==> config.mk <==
export PLATFORM = sky130hd
export DESIGN_NAME = reset_sequencer_flat
export DESIGN_NICKNAME = d
export VERILOG_FILES = /design/src/rtl/reset_sequencer_if.sv /design/src/rtl/reset_sequencer.sv /design/src/flat_wrapper.sv
export SDC_FILE = /design/constraint.sdc
export NUM_CORES = 1
export LEC_CHECK = 0
export BUFFER_PORTS_ARGS = -buffer_cell sky130_fd_sc_hd__buf_2
export CAP_MARGIN = 10
export CORE_ASPECT_RATIO = 1.1
export CORE_MARGIN = 5
export CORE_UTILIZATION = 50
export DETAILED_ROUTE_END_ITERATION = 7
export HOLD_SLACK_MARGIN = 0.15
export PLACE_DENSITY = 0.7
export SYNTH_ARGS = -nofsm -noshare
export SYNTH_HDL_FRONTEND = slang
export SYNTH_SLANG_ARGS = --single-unit
==> constraint.sdc <==
create_clock -name CLK -period 1.88 [get_ports CLK]
set_clock_uncertainty 0.05 [all_clocks]
set_input_delay 0.188 -clock CLK [delete_from_list [all_inputs] [get_ports CLK]]
set_output_delay 0.188 -clock CLK [all_outputs]
set_load 0.05 [all_outputs]
==> src/rtl/reset_sequencer_if.sv <==
// Reset sequencer side-band bundle: PLL lock and soft-reset requests in, staged resets out.
// The sequencer drives the master modport; the consumer/stimulus side uses slave.
interface reset_sequencer_if;
    logic pll_lock;
    logic soft_rst;
    logic fabric_reset_n;
    logic periph_reset_n;
    logic ready;
    logic lock_lost;

    modport master (
        input  pll_lock,
        input  soft_rst,
        output fabric_reset_n,
        output periph_reset_n,
        output ready,
        output lock_lost
    );

    modport slave (
        output pll_lock,
        output soft_rst,
        input  fabric_reset_n,
        input  periph_reset_n,
        input  ready,
        input  lock_lost
    );
endinterface

==> src/rtl/reset_sequencer.sv <==
// Staged reset sequencer: qualifies PLL lock, then releases the fabric reset and later the
// peripheral reset; re-sequences on lock loss or a soft reset request.
module reset_sequencer #(
    parameter int unsigned SYNC_STAGES = 2,
    parameter int unsigned LOCK_FILTER = 16,
    parameter int unsigned STAGE_DELAY = 32,
    parameter int unsigned CNT_W       = 16
) (
    input  logic               CLK,
    input  logic               RESET_N,
    reset_sequencer_if.master  bus
);

    typedef enum logic [2:0] {
        StReset,
        StWaitLock,
        StDlyFab,
        StDlyPer,
        StRun
    } state_e;

    localparam logic [CNT_W-1:0] LockLast = CNT_W'(LOCK_FILTER - 1);
    localparam logic [CNT_W-1:0] DlyLast  = CNT_W'(STAGE_DELAY - 1);

    // The state register acts as the last reset-release stage, so the chain is one flop short.
    logic [SYNC_STAGES-2:0] rst_sync_q, rst_sync_d;
    logic [SYNC_STAGES-1:0] lock_sync_q, lock_sync_d;
    logic                   rst_sync_n;
    logic                   lock_s;

    state_e           state_q, state_d;
    logic [CNT_W-1:0] cnt_q, cnt_d;
    logic             fab_q, fab_d;
    logic             per_q, per_d;
    logic             rdy_q, rdy_d;
    logic             lost_q, lost_d;
    logic             restart;

    always_comb begin
        rst_sync_d[0] = 1'b1;
        for (int i = 1; i < SYNC_STAGES - 1; i++) begin
            rst_sync_d[i] = rst_sync_q[i-1];
        end
        lock_sync_d[0] = bus.pll_lock;
        for (int i = 1; i < SYNC_STAGES; i++) begin
            lock_sync_d[i] = lock_sync_q[i-1];
        end
    end

    assign rst_sync_n = rst_sync_q[SYNC_STAGES-2];
    assign lock_s     = lock_sync_q[SYNC_STAGES-1];

    always_comb begin
        state_d = state_q;
        cnt_d   = cnt_q;
        fab_d   = fab_q;
        per_d   = per_q;
        rdy_d   = rdy_q;
        lost_d  = lost_q;
        restart = 1'b0;

        unique case (state_q)
            StReset: begin
                if (rst_sync_n) begin
                    state_d = StWaitLock;
                end
            end
            StWaitLock: begin
                if (!lock_s) begin
                    cnt_d = '0;
                end else if (cnt_q == LockLast) begin
                    cnt_d   = '0;
                    state_d = StDlyFab;
                end else begin
                    cnt_d = cnt_q + CNT_W'(1);
                end
            end
            StDlyFab: begin
                if (cnt_q == DlyLast) begin
                    fab_d   = 1'b1;
                    cnt_d   = '0;
                    state_d = StDlyPer;
                end else begin
                    cnt_d = cnt_q + CNT_W'(1);
                end
            end
            StDlyPer: begin
                if (cnt_q == DlyLast) begin
                    per_d   = 1'b1;
                    rdy_d   = 1'b1;
                    cnt_d   = '0;
                    state_d = StRun;
                end else begin
                    cnt_d = cnt_q + CNT_W'(1);
                end
            end
            StRun: begin
            end
            default: begin
                state_d = StReset;
                cnt_d   = '0;
            end
        endcase

        // Restart overrides any sequencing step scheduled for the same edge.
        if (state_q != StReset) begin
            restart = bus.soft_rst || (!lock_s && state_q != StWaitLock);
        end
        if (restart) begin
            state_d = StWaitLock;
            cnt_d   = '0;
            fab_d   = 1'b0;
            per_d   = 1'b0;
            rdy_d   = 1'b0;
            if (state_q == StRun && !lock_s) begin
                lost_d = 1'b1;
            end
        end
    end

    always_ff @(posedge CLK or negedge RESET_N) begin
        if (!RESET_N) begin
            rst_sync_q  <= '0;
            lock_sync_q <= '0;
            state_q     <= StReset;
            cnt_q       <= '0;
            fab_q       <= 1'b0;
            per_q       <= 1'b0;
            rdy_q       <= 1'b0;
            lost_q      <= 1'b0;
        end else begin
            rst_sync_q  <= rst_sync_d;
            lock_sync_q <= lock_sync_d;
            state_q     <= state_d;
            cnt_q       <= cnt_d;
            fab_q       <= fab_d;
            per_q       <= per_d;
            rdy_q       <= rdy_d;
            lost_q      <= lost_d;
        end
    end

    assign bus.fabric_reset_n = fab_q;
    assign bus.periph_reset_n = per_q;
    assign bus.ready          = rdy_q;
    assign bus.lock_lost      = lost_q;

endmodule

==> src/flat_wrapper.sv <==
// flat-port wrapper written by rule: the top's interface ports become plain ports
module reset_sequencer_flat 
#(
    parameter int unsigned SYNC_STAGES = 2,
    parameter int unsigned LOCK_FILTER = 16,
    parameter int unsigned STAGE_DELAY = 32,
    parameter int unsigned CNT_W       = 16
)
  (CLK, RESET_N, bus_pll_lock, bus_soft_rst, bus_fabric_reset_n, bus_periph_reset_n, bus_ready, bus_lock_lost);
  reset_sequencer_if bus_i ();
  input  logic CLK;
  input  logic RESET_N;
  input wire logic [$bits(bus_i.pll_lock)-1:0] bus_pll_lock;
  input wire logic [$bits(bus_i.soft_rst)-1:0] bus_soft_rst;
  output wire logic [$bits(bus_i.fabric_reset_n)-1:0] bus_fabric_reset_n;
  output wire logic [$bits(bus_i.periph_reset_n)-1:0] bus_periph_reset_n;
  output wire logic [$bits(bus_i.ready)-1:0] bus_ready;
  output wire logic [$bits(bus_i.lock_lost)-1:0] bus_lock_lost;
  assign bus_i.pll_lock = bus_pll_lock;
  assign bus_i.soft_rst = bus_soft_rst;
  assign bus_fabric_reset_n = bus_i.fabric_reset_n;
  assign bus_periph_reset_n = bus_i.periph_reset_n;
  assign bus_ready = bus_i.ready;
  assign bus_lock_lost = bus_i.lock_lost;
  reset_sequencer #(.SYNC_STAGES(SYNC_STAGES), .LOCK_FILTER(LOCK_FILTER), .STAGE_DELAY(STAGE_DELAY), .CNT_W(CNT_W)) u_core (.CLK(CLK), .RESET_N(RESET_N), .bus(bus_i));
endmodule
# ---- Word level (Yosys, flattened, before mapping)
# Cells that the tools add are included.
dict set report classes {
  muxes 18
  n_eq_ne 14
  n_addsub 1
  reduce_logical 15
}
# cell count
set op_table {}
lappend op_table {{$mux W16} 4}
lappend op_table {{$pmux W16 S3} 1}
lappend op_table {{$mux W3} 6}
lappend op_table {{$ne A3 B1 Y1 const B} 6}
lappend op_table {{$add A16 B1 Y16 const B} 1}
lappend op_table {{$eq A16 B4 Y1 const B} 1}
lappend op_table {{$eq A16 B5 Y1 const B} 1}
lappend op_table {{$pmux W3 S5} 1}
lappend op_table {{$eq A3 B2 Y1 const B} 2}
lappend op_table {{$mux W1} 6}
lappend op_table {{$reduce_and A2 Y1} 3}
lappend op_table {{$reduce_and A6 Y1} 1}
lappend op_table {{$reduce_bool A2 Y1} 3}
lappend op_table {{$ne A2 B1 Y1 const B} 2}
lappend op_table {{$reduce_or A2 Y1} 2}
lappend op_table {{$eq A3 B1 Y1 const B} 1}
lappend op_table {{$eq A3 B3 Y1 const B} 1}
lappend op_table {{$logic_not A3 Y1} 1}
lappend op_table {{$reduce_bool A3 Y1} 1}
lappend op_table {{$logic_and A1 B1 Y1} 2}
lappend op_table {{$logic_not A1 Y1} 1}
lappend op_table {{$logic_or A1 B1 Y1} 1}
dict set report totals {
  regBits 25
  wordCells 55
  inputBits 4
  out_inout_bits 4
}

# ---- Depth between registers and ports, before layout
dict set report logic_depth {
  word_depth 6
  depth_mapped 7
  mapped_depth_nobuf 6
}

# ---- Least setup slack after synthesis
# Ideal clock, no wire load.
dict set report synth_timing {
  path_type {reg-to-reg}
  startpoint {reg u_core.cnt_q[10]}
  endpoint {reg u_core.cnt_q[10]}
  path_stages_with_launch 6
  required_ns 1.703
  period_less_slack_ns 2.090
  setup_time_ns 0.127
  setup_slack_ns -0.210
  path_buffers 0
  arrival_time_ns 1.913
  cell_sequence {dfrtp_1 or4_4 nor4_4 o22ai_2 a21oi_4 nor2_1}
}
dict set report synth_via {
  elab_chain_cells 5
  word_cells_on_any_way 8
  cone_classes {add/sub (1); eq/ne (2); mux (5)}
}
# item line
set synth_rtl {}
lappend synth_rtl {{start, declared} reset_sequencer.sv:32} ;# logic [CNT_W-1:0] cnt_q, cnt_d;
lappend synth_rtl {{start signal, assigned} reset_sequencer.sv:135} ;# cnt_q <= cnt_d;
lappend synth_rtl {{$add A16 B1 Y16 or $eq A16 B4 Y1 (tied branches)} -}
lappend synth_rtl {{$mux W16} reset_sequencer.sv:71} ;# end else if (cnt_q == LockLast) begin
lappend synth_rtl {{$mux W16} reset_sequencer.sv:69} ;# if (!lock_s) begin
lappend synth_rtl {{$pmux W16 S3 (*)} reset_sequencer.sv:62} ;# unique case (state_q)
lappend synth_rtl {{$mux W16 (*)} reset_sequencer.sv:109} ;# if (restart) begin
# Mark *: on every way between the ends. The rest lies on a longest branch, timed or not.
# A chain may end at the register's enable or synchronous reset.

# ---- Worst setup path after layout
dict set report layout_timing {
  startpoint {reg u_core.cnt_q[15]}
  endpoint {reg u_core.cnt_q[14]}
}
dict set report layout_via {
  elab_chain_cells 5
  word_cells_on_any_way 7
  cone_classes {eq/ne (2); mux (5)}
}
# item line
set layout_rtl {}
lappend layout_rtl {{$eq A16 B4 Y1} reset_sequencer.sv:71}
lappend layout_rtl {{$mux W16} reset_sequencer.sv:71}
lappend layout_rtl {{$mux W16} reset_sequencer.sv:69}
lappend layout_rtl {{$pmux W16 S3 (*)} reset_sequencer.sv:62}
lappend layout_rtl {{$mux W16 (*)} reset_sequencer.sv:109}
# Marked as above.

==> reports/metrics.yaml <==
setup_path:
  startpoint_type: "flop"
  path_cells: "or4_4 > nor4_2 > o22ai_4 > a21oi_2 > nor2_1"
  cp_top_family: "simple AND/OR/NAND/NOR gates"
  critical_path_class: "flop to flop"
  critPathRequiredTime_ns: 2.04
  critPathMaxStageDelay_ns: 0.58
  path_buf_inv: 0
  crit_fanout: 6
  worstPathArrival_ns: 2.26
  cp-end-kind: "flop"
  slowest_stage: "or4_4"
synth:
  synthTopCellsByArea: "dfrtp_1, xnor2_1, nor2_1"
  syn_inst: 139
  syn-cell-area_um2: 1360
  ys_types: 38
  synthesis.nets: 144
  ys_ff_latch: 25
  synth_seq_area_share_pct: 46.1
  syn_avg_cell_area_um2: 9.76
  yosys_warnings: 0
  yosysTopAreaCell: "dfrtp_1"
  synth_top_area_share_pct: 46.1
clocking:
  clockBufferDepth: 2
  clock-sinks: 25
  post_cts_buffers: 0
  cts-root-buf: "clkbuf_4"
  cts_tree: "built"
  htreeDepth: 1
  clk_latency_ns: 0.31
  cts.clk_slew.worst_paths_ns: 0.13
  cts_buffers: 3
layout:
  areaGrowthSynthToFinish_pct: 20.5
  nets: 175
  fin_area_um2: 1630
  antennaDiodeCount: 0
  final_cell_count_no_fill: 200
  utilization_pct: 64.2
  drive_above_1_share_pct: 26.6
detailed_routing:
  drc: 0
  dr.pass1.iters: 4
  dr_total_vias: 1141
  ant_nets: 0
  avgRoutedWirePerCell_um: 14.9
  via_per_inst: 5.71
  drtIter0Drc: 28
  wl_mm: 2.98
sta:
  setup_slack_ns: -0.215
  rsz0062_at_grt: "true"
  finalSetupViolCount: 19
  setup-tns-final_ns: -3.21
  relSlewSlack_pct: 62.7
  finalHoldViolations: 0
  period_needed_ns: 2.10
  fin_crit_sh_pct: 111
  worst_slew_pin_slew_ns: 0.559
  holdWs_ns: 0.195
  max_clock_freq_ghz: 0.477
  drv_slew: 0
global_route:
  grt_max_degree: 26
  grt_pass1_wl_mm: 5.23
  first_global_vias: 1146
  grt_overflow_total: 0
  antenna_found_initial: 0
  grt_usage_pct: 17.4
die:
  die_w_um: 59.7
  die_y_um: 64.6
  initial_core_util_pct: 53.3
  die-area_um2: 3860
  pin_count: 8
  rows: 19
  core_area_um2: 2540
placed_design:
  dp_slack_ns: -0.221
  io_buffer_count: 7
  post_dp_cell_area_um2: 1560
  placed_cells: 193
  gp_congestion: 0.779
  dpl.hpwl_mm: 2.14
status:
  violations: "negative setup slack"
  status: "finished with violations"
pwr:
  finalPower_uw: 841
  peakVddDrop_uv: 314
  power.leakage_nw: 0.700
  power_density_nw_per_um2: 514
hold_path:
  hp-class: "input port to flop"
flow_run:
  cap_violations: 0
[area by class of cell]
class / instances / area (um2)
Inverter: 6 / 22.5
Clock buffer: 3 / 22.5
Sequential cell: 25 / 626
Clock inverter: 1 / 5.00
Timing Repair Buffer: 30 / 213
Fill cell: 213 / 910
Multi-Input combinational cell: 104 / 707
Tap cell: 31 / 38.8
[cell usage after synthesis]
cell type	n
nor4_1	6
a22oi_1	2
a21boi_2	2
conb_1	1
inv_1	6
nor4b_1	2
o211ai_1	1
o311ai_2	1
nand4b_1	2
nand3b_1	2
a31o_2	1
a221oi_1	1
xnor2_1	10
clkbuf_2	1
nand2b_1	3
a211oi_1	1
nand4_1	3
nor2_1	20
o21ai_0	2
mux2i_1	1
buf_6	3
dfrtp_1	25
nor3_1	4
or3_1	1
or3_2	1
a31oi_1	4
and3_1	2
ha_1	1
a21oi_4	1
or4_1	1
nand2_1	11
nor3b_1	2
buf_4	1
o22ai_2	1
nor4_4	1
or4_4	1
a21oi_1	4
nand3_1	7
[tightest hold or removal path, delay by kind of cell]
kind | cells | cell delay [ns]
buffers and inverters | 1 | 0.12
AND/OR/NAND/NOR | 1 | 0.16
AO/OA/AOI/OAI | 1 | 0.06
[registers in the layout, indices dropped and copies added (netlist names)]
| register | cells |
|---|---|
| u_core.cnt_q | 16 |
| u_core.state_q | 3 |
| u_core.bus.lock_lost | 1 |
| u_core.lock_sync_q | 2 |
| u_core.bus.periph_reset_n | 1 |
| u_core.rst_sync_n | 1 |
| u_core.bus.fabric_reset_n | 1 |
[worst paths after layout]
check	from	end	slack, ns	cells past startpoint
max	u_core.cnt_q[15]	u_core.cnt_q[14]	-0.22	5
min	bus_soft_rst	u_core.state_q[2]	0.20	3
max reg2reg	u_core.cnt_q[15]	u_core.cnt_q[14]	-0.22	5
min reg2reg	u_core.lock_sync_q[0]	u_core.lock_sync_q[1]	0.31	0
max in group asynchronous	RESET_N	u_core.cnt_q[12]	1.08	2
min in group asynchronous	RESET_N	u_core.bus.periph_reset_n	0.33	2
[power breakdown]
group          total (mW)  internal, mW  switching (mW)  leakage (nW)
Sequential          0.549         0.544         0.00460         0.336
Combinational      0.0592        0.0222          0.0370         0.347
Clock               0.233        0.0794           0.154        0.0177
[cells by family after synthesis]
logic type,count (synthesis),synth area share [%]
multiplexers,1,0.738
flip-flops,25,46.1
XOR/XNOR,10,6.46
other,1,0.276
AO/OA/AOI/OAI,21,12.5
buffers and inverters,11,5.07
adder cells (fa/ha/maj),1,0.922
AND/OR/NAND/NOR,69,27.9
[timing repair]
item                       4_1_cts  5_1_grt
cloned                           1        0
hold endpoints to repair        26        0
pin swaps                        3        0
hold buffers                     2        0
gates resized for setup          0        2
setup endpoints to repair       19       21
[routing by layer]
layer	global-route usage [%]	wire [um]
met1	20.8	1240
met2	31.5	1610
met3	2.58	96
met5	0	0
met4	4.99	30
[cell usage in the layout (no fill, tap or decap), drive strengths merged]
| master | count |
|---|---|
| dlygate4sd3 | 2 |
| a22oi | 2 |
| nor2 | 20 |
| a211oi | 1 |
| conb | 1 |
| and3 | 2 |
| or3 | 2 |
| o22ai | 1 |
| buf | 28 |
| clkbuf | 3 |
| nor4b | 2 |
| nand2b | 3 |
| nand4b | 2 |
| inv | 6 |
| dfrtp | 25 |
| nor3 | 4 |
| nor4 | 7 |
| or4 | 2 |
| o311ai | 1 |
| nand2 | 11 |
| nand3b | 2 |
| a21boi | 2 |
| nand4 | 3 |
| a31o | 1 |
| mux2i | 1 |
| a221oi | 1 |
| clkinv | 1 |
| xnor2 | 10 |
| o21ai | 2 |
| o211ai | 1 |
| a21oi | 6 |
| ha | 1 |
| nor3b | 2 |
| nand3 | 7 |
| a31oi | 4 |
Power figures use the tool's default switching activity.
